[src/rtl/pairhmm_wb_pkg.sv]
// Shared types and default widths for the PairHMM result writeback path.
package pairhmm_wb_pkg;

    localparam int DATA_W           = 64;
    localparam int RAM_DW           = 32;
    localparam int ADDR_W           = 16;
    localparam int WORDS_PER_RESULT = DATA_W / RAM_DW;

    typedef enum logic [2:0] {
        ST_IDLE  = 3'd0,
        ST_WAIT  = 3'd1,
        ST_LAT   = 3'd2,
        ST_WR_LO = 3'd3,
        ST_WR_HI = 3'd4,
        ST_DONE  = 3'd5
    } wb_state_t;

endpackage

[src/rtl/result_writeback.sv]
// Drains 64-bit results from save_send's FIFO, writes them as low/high 32-bit words
// into the result RAM and pulses result_done once the batch count has been written.
module result_writeback #(
    parameter int                DATA_W    = pairhmm_wb_pkg::DATA_W,
    parameter int                RAM_DW    = pairhmm_wb_pkg::RAM_DW,
    parameter int                ADDR_W    = pairhmm_wb_pkg::ADDR_W,
    parameter logic [ADDR_W-1:0] BASE_ADDR = '0
) (
    input  logic              sys_clk,
    input  logic              sys_rst_n,
    input  logic              batch_start,
    input  logic [15:0]       batch_count,
    input  logic              result_fifo_empty,
    output logic              result_fifo_rden,
    input  logic [DATA_W-1:0] result_fifo_rdat,
    output logic              ram_wren,
    output logic [ADDR_W-1:0] ram_waddr,
    output logic [RAM_DW-1:0] ram_wdat,
    output logic              result_done,
    output logic              busy,
    output logic [15:0]       result_cnt,
    output logic              err_start_busy
);
    import pairhmm_wb_pkg::*;

    wb_state_t         state_q, state_d;
    logic [15:0]       remaining_q, remaining_d;
    logic [ADDR_W-1:0] addr_q, addr_d;
    logic [15:0]       cnt_q, cnt_d;
    logic              err_q, err_d;
    logic [DATA_W-1:0] hold_q;
    logic              wren_q;
    logic [ADDR_W-1:0] waddr_q;
    logic [RAM_DW-1:0] wdat_q;
    logic              done_q;

    // FIFO is normal-mode: data appears the cycle after the strobe, i.e. in LAT.
    assign result_fifo_rden = (state_q == ST_WAIT) && !result_fifo_empty;

    always_comb begin
        state_d     = state_q;
        remaining_d = remaining_q;
        addr_d      = addr_q;
        cnt_d       = cnt_q;
        err_d       = err_q;
        if (batch_start && (state_q != ST_IDLE)) begin
            err_d = 1'b1;
        end
        case (state_q)
            ST_IDLE: begin
                if (batch_start) begin
                    err_d       = 1'b0;
                    cnt_d       = 16'd0;
                    addr_d      = BASE_ADDR;
                    remaining_d = batch_count;
                    state_d     = (batch_count == 16'd0) ? ST_DONE : ST_WAIT;
                end
            end
            ST_WAIT: begin
                if (result_fifo_rden) begin
                    state_d = ST_LAT;
                end
            end
            ST_LAT: begin
                state_d = ST_WR_LO;
            end
            ST_WR_LO: begin
                addr_d  = addr_q + ADDR_W'(1);
                state_d = ST_WR_HI;
            end
            ST_WR_HI: begin
                addr_d      = addr_q + ADDR_W'(1);
                cnt_d       = (cnt_q == 16'hFFFF) ? cnt_q : cnt_q + 16'd1;
                remaining_d = remaining_q - 16'd1;
                state_d     = (remaining_q == 16'd1) ? ST_DONE : ST_WAIT;
            end
            ST_DONE: begin
                state_d = ST_IDLE;
            end
            default: begin
                state_d = ST_IDLE;
            end
        endcase
    end

    always_ff @(posedge sys_clk or negedge sys_rst_n) begin
        if (!sys_rst_n) begin
            state_q     <= ST_IDLE;
            remaining_q <= '0;
            addr_q      <= '0;
            cnt_q       <= '0;
            err_q       <= 1'b0;
            hold_q      <= '0;
            wren_q      <= 1'b0;
            waddr_q     <= '0;
            wdat_q      <= '0;
            done_q      <= 1'b0;
        end else begin
            state_q     <= state_d;
            remaining_q <= remaining_d;
            addr_q      <= addr_d;
            cnt_q       <= cnt_d;
            err_q       <= err_d;
            done_q      <= (state_q == ST_DONE);
            wren_q      <= (state_d == ST_WR_LO) || (state_d == ST_WR_HI);
            // RAM port is registered, so each word is staged one cycle ahead of its write state.
            if (state_q == ST_LAT) begin
                hold_q  <= result_fifo_rdat;
                wdat_q  <= result_fifo_rdat[RAM_DW-1:0];
                waddr_q <= addr_q;
            end
            if (state_q == ST_WR_LO) begin
                wdat_q  <= hold_q[DATA_W-1:RAM_DW];
                waddr_q <= addr_d;
            end
        end
    end

    assign ram_wren       = wren_q;
    assign ram_waddr      = waddr_q;
    assign ram_wdat       = wdat_q;
    assign result_done    = done_q;
    assign busy           = (state_q != ST_IDLE);
    assign result_cnt     = cnt_q;
    assign err_start_busy = err_q;

endmodule

[config.mk]
export PLATFORM = sky130hd
export DESIGN_NAME = result_writeback
export DESIGN_NICKNAME = d
export VERILOG_FILES = /design/src/rtl/pairhmm_wb_pkg.sv /design/src/rtl/result_writeback.sv
export SDC_FILE = /design/constraint.sdc
export NUM_CORES = 1
export LEC_CHECK = 0
export ABC_AREA = 0
export CELL_PAD_IN_SITES_DETAIL_PLACEMENT = 0
export CELL_PAD_IN_SITES_GLOBAL_PLACEMENT = 1
export CORE_ASPECT_RATIO = 1.25
export CORE_MARGIN = 3
export CORE_UTILIZATION = 39
export CTS_CLUSTER_DIAMETER = 200
export DETAILED_ROUTE_END_ITERATION = 7
export PLACE_DENSITY = 0.79
export SLEW_MARGIN = 10
export SYNTH_ARGS = -nofsm -noshare
export SYNTH_HDL_FRONTEND = slang
export SYNTH_SLANG_ARGS = --single-unit
[constraint.sdc]
create_clock -name sys_clk -period 2.7 [get_ports sys_clk]
set_clock_uncertainty 0.05 [all_clocks]
set_input_delay 0.27 -clock sys_clk [delete_from_list [all_inputs] [get_ports sys_clk]]
set_output_delay 0.27 -clock sys_clk [all_outputs]
set_load 0.01 [all_outputs]
# Yosys cells after proc, flatten, opt, wreduce, memory -nomap -nowiden
# Cells that the tools add are included.
# word_totals
input_bits,84
out_inout_bits,69
wordCells,55
register_bits,166
# op_classes
eq_ne,11
n_addsub,3
mux,19
reduce_logical,12
# op_table
op,n
two-way mux 16 bit,6
case mux 16 bit (2 select lines),3
two-way mux 32 bit,2
adder 16 x 1 -> 16 bit (second input constant),2
equality test 16 x 1 -> 1 bit (second input constant),1
equality test 16 bit (second input constant),1
logical NOT 16 bit,1
subtractor 16 x 1 -> 16 bit (second input constant),1
case mux 3 bit (5 select lines),1
two-way mux 3 bit,4
equality test 3 x 2 -> 1 bit (second input constant),3
equality test 3 bit (second input constant),3
inequality test 2 bit (second input constant),2
nonzero test 2 bit,2
equality test 3 x 1 -> 1 bit (second input constant),1
logical NOT 3 bit,1
two-way mux 1 bit,3
AND reduction 3 bit,1
nonzero test 3 bit,1
logical AND 1 bit,2
AND reduction 2 bit,1
OR reduction 2 bit,1
logical NOT 1 bit,1
logical OR 1 bit,1

# Depth between registers and ports, before layout
# logic_depth
word_depth,6
mapped_depth,7
depth_no_buf,6

# Least setup slack after synthesis
# OpenSTA, ideal clock, no wires.
# synth_path
kind,register -> register
start,register remaining_q[8]
end,register remaining_q[14]
n_path_buf,1
setup_time_ps,86
path_stages_with_launch,6
period_less_slack_ps,1898
setup_slack_ps,802
required_ps,2564
t_arrival_ps,1762
path_cell_list,dfrtp_1 > or4_1 > buf_2 > or2_1 > o311a_1 > nor3_1
# synth_between
elab_chain_cells,2
# synth_lines
item,line_no,rtl
from (decl),result_writeback.sv:27,"logic [15:0] remaining_q, remaining_d;"
from (signal assigned),result_writeback.sv:100,remaining_q <= remaining_d;
subtractor 16 x 1 -> 16 bit,result_writeback.sv:74,remaining_d = remaining_q - 16'd1;
case mux 16 bit (2 select lines),result_writeback.sv:49,case (state_q)
# No other way between the ends.
# A chain may end at the register's enable or synchronous reset.

# Worst setup path in the final report
# layout_path
start,register state_q[1]
end,output result_fifo_rden
# layout_between
elab_chain_cells,2
# layout_lines
item,line_no,rtl
from (decl),result_writeback.sv:26,"wb_state_t state_q, state_d;"
from (signal assigned),result_writeback.sv:99,state_q <= state_d;
equality test 3 x 1 -> 1 bit,result_writeback.sv:38,assign result_fifo_rden = (state_q == ST_WAIT) && !result_fifo_empty;
logical AND 1 bit,result_writeback.sv:38,
to (decl),result_writeback.sv:14,"output logic result_fifo_rden,"
# No other way between the ends.

==> results.ini <==
[status]
status = completed

[floorplan]
die_x_um = 123
die_area_mm2 = 0.0189
die_h_um = 153
start_util_pct = 39.9
ios = 153
rows = 53
design.core.area_mm2 = 0.0168

[run]
maxCapViolCount = 0

[clock_network]
postCtsHoldBufs = 1
clkSlewWorstSetupHoldPaths_ns = 0.06
clock_tree.buffer_depth = 2
worstSkewPairLatency_ns = 0.41
cts_made_buffers = 17
post_cts_buffers = 0
clkSinkCount = 134
cts_tree = done
cts_resized = 0
cts_root_buf = clkbuf_16
htreeDepth = 4

[synthesis]
synth-main-ff-cell = dfrtp_1
ys_seq_elements = 134
netlist_instances = 682
synth_area_leaders = dfrtp_1 (50%), mux2i_1 (6.7%), mux2_2 (5.9%)
yosys_warnings = 0
ys_types = 56
yosysTopAreaCellShare_pct = 49.8
synth_area_leader_cell = dfrtp_1
netlist_area_mm2 = 0.00673
syn-num-nets = 770
synthArstFlopShare_pct = 100
synth_seq_area_share_pct = 49.8
synth_edf_count = 0
avgSynthCellArea_um2 = 9.86

[routing]
drc = 0
wl_per_cell_um = 17.5
via_count = 5791
postRouteWirelength_um = 18600
dr.pass1.iters = 5
ant_nets = 0
drtIter0Drc = 414
avgViaCountPerCell = 5.45

[setup_path]
end_kind = output pin
cp_slowest_cell = clkdlybuf4s50_1
worstPathMaxFanout = 10
worstPathArrival_ns = 2.13
crit_chain = buf_4 -> nand2b_1 -> nor3_1 -> clkdlybuf4s50_1
crit_type = reg2out
slowest_delay_ns = 0.63
worstPathRequired_ns = 2.38
crit_path_start_kind = register
cpLargestDelayFamily = buffers and inverters
path_buf_inv = 2

[cells_and_area]
fill_cells = 1561
area.growth.synth_to_final_pct = 35.3
fin_nets = 917
insertedDiodeCount = 0
final_cell_mix = clkdlybuf4s50_1 (151), dfrtp_1 (133), nor2_1 (70), a21oi_1 (62), nand2_1 (53)
layout-drive-gt1-share_pct = 12.8
layout_commonest_cell = clkdlybuf4s50_1

[timing]
setup_viol = 0
fin_tns_setup_ns = 0
finalHoldViolCount = 0
setup_ws_ns = 0.248
grt_setup_unrepaired = no
tightest_slew_ns = 1.01
clock.fmax_mhz = 408
maxSlewHeadroom_pct = 32.3
drv_slew = 0
fin_crit_ns = 2.45
finalCritPeriodShare_pct = 90.8

[global_routing]
grt_max_degree = 82
track_usage_pct = 20.2
grt_pass1_vias = 5970
grt_overflow_total = 0
grt_pass1_wl_um = 30500
antenna_found_initial = 0

[power_and_ir_drop]
peakVddDrop_mv = 0.533
finalPower_mw = 9.68
leakage_nw = 3.69
cellPowerDensity_mw_per_mm2 = 1060

[place]
post-dp-hpwl_um = 13400
routabilityCongestion = 0.881
io_buffers = 152
place_worst_setup_slack_ns = 0.427

[hold_path]
hold_class = in2async

## Yosys cell counts, types with 3 or more instances
library cell / n
a211oi_1: 6
a21o_1: 3
a21oi_1: 62
a31oi_1: 12
a41oi_1: 3
and3_1: 8
buf_1: 8
buf_2: 13
clkbuf_1: 26
dfrtp_1: 134
ha_1: 4
inv_1: 9
mux2_2: 35
mux2i_1: 45
nand2_1: 53
nand3_1: 22
nand4_1: 12
nor2_1: 71
nor3_1: 15
nor3b_1: 4
nor4_1: 14
o211ai_1: 8
o21ai_0: 28
o22ai_1: 6
o31ai_1: 5
or2_2: 12
or3_1: 12
or4_1: 6
xnor2_1: 3
xor2_1: 8
## area by class of cell
| type | instances | area, um^2 | area share (%) |
|---|---|---|---|
| Sequential cell | 134 | 3350 | 36.9 |
| Multi-Input combinational cell | 491 | 3160 | 34.7 |
| Timing Repair Buffer | 175 | 1710 | 18.8 |
| Clock buffer | 20 | 447 | 4.91 |
| Tap cell | 220 | 275 | 3.02 |
| Clock inverter | 12 | 118 | 1.29 |
| Inverter | 10 | 37.5 | 0.412 |
## metal layers
layer / global-route usage (%) / share of wire [%]
met1: 24.7 / 41
met2: 34.0 / 50
met3: 7.22 / 8.8
met4: 4.54 / 1.0
met5: 0 / 0
## path summary, 6_finish.rpt
| path | start | end | cells after the start | slack [ns] |
|---|---|---|---|---|
| worst max-delay path | state_q[1] | result_fifo_rden | 4 | 0.25 |
| worst min-delay path | sys_rst_n | result_cnt[9] | 2 | 0.34 |
| worst max register to register | state_q[2] | addr_q[14] | 4 | 0.39 |
| worst min register to register | ram_waddr[8] | ram_waddr[8] | 2 | 0.43 |
| max in group asynchronous | sys_rst_n | addr_q[0] | 3 | 1.52 |
| min in group sys_clk | result_fifo_rdat[36] | hold_q[36] | 2 | 0.42 |
## registers in the layout (all words and copies together), names as in the netlist, named ones only
| name | flops |
|---|---|
| addr_q | 16 |
| hold_q | 32 |
| ram_waddr | 16 |
| ram_wdat | 32 |
| ram_wren | 1 |
| remaining_q | 16 |
| result_cnt | 16 |
| result_done | 1 |
| state_q | 3 |
## stage by stage
stage          cells  util (%)  instance area [um^2]  hold WS, ns
3_3_place_gp    1029      50.6                  8530        0.232
6_report        1062      54.0                  9100        0.343
2_1_floorplan    682         -                  6730      -0.0756
5_1_grt         1062      54.0                  9100        0.384
4_1_cts         1062      54.0                  9100        0.361
3_5_place_dp    1029      50.6                  8530        0.236
## worst register-to-register path: cells and delay by family, from the launching register on
kind | cells | cell delay (ns)
flip-flops | 1 | 0.58
AND/OR/NAND/NOR | 3 | 1.27
AO/OA/AOI/OAI | 1 | 0.34
## cell families after synthesis
| logic type | Yosys count | share of synthesized area (%) |
|---|---|---|
| flops | 134 | 49.8 |
| compound gates | 152 | 13.9 |
| simple gates | 244 | 18.1 |
| fa+ha+maj | 4 | 0.744 |
| buf+inv | 57 | 3.42 |
| xor+xnor | 11 | 1.43 |
| mux | 80 | 12.6 |
## where the power goes
group / internal, mW / switching (mW)
combinational: 1.96 / 1.95
sequential: 2.83 / 0.728
clock: 1.31 / 0.908
total: 6.10 / 3.58
Note: power is estimated with default switching activity, not from simulation.
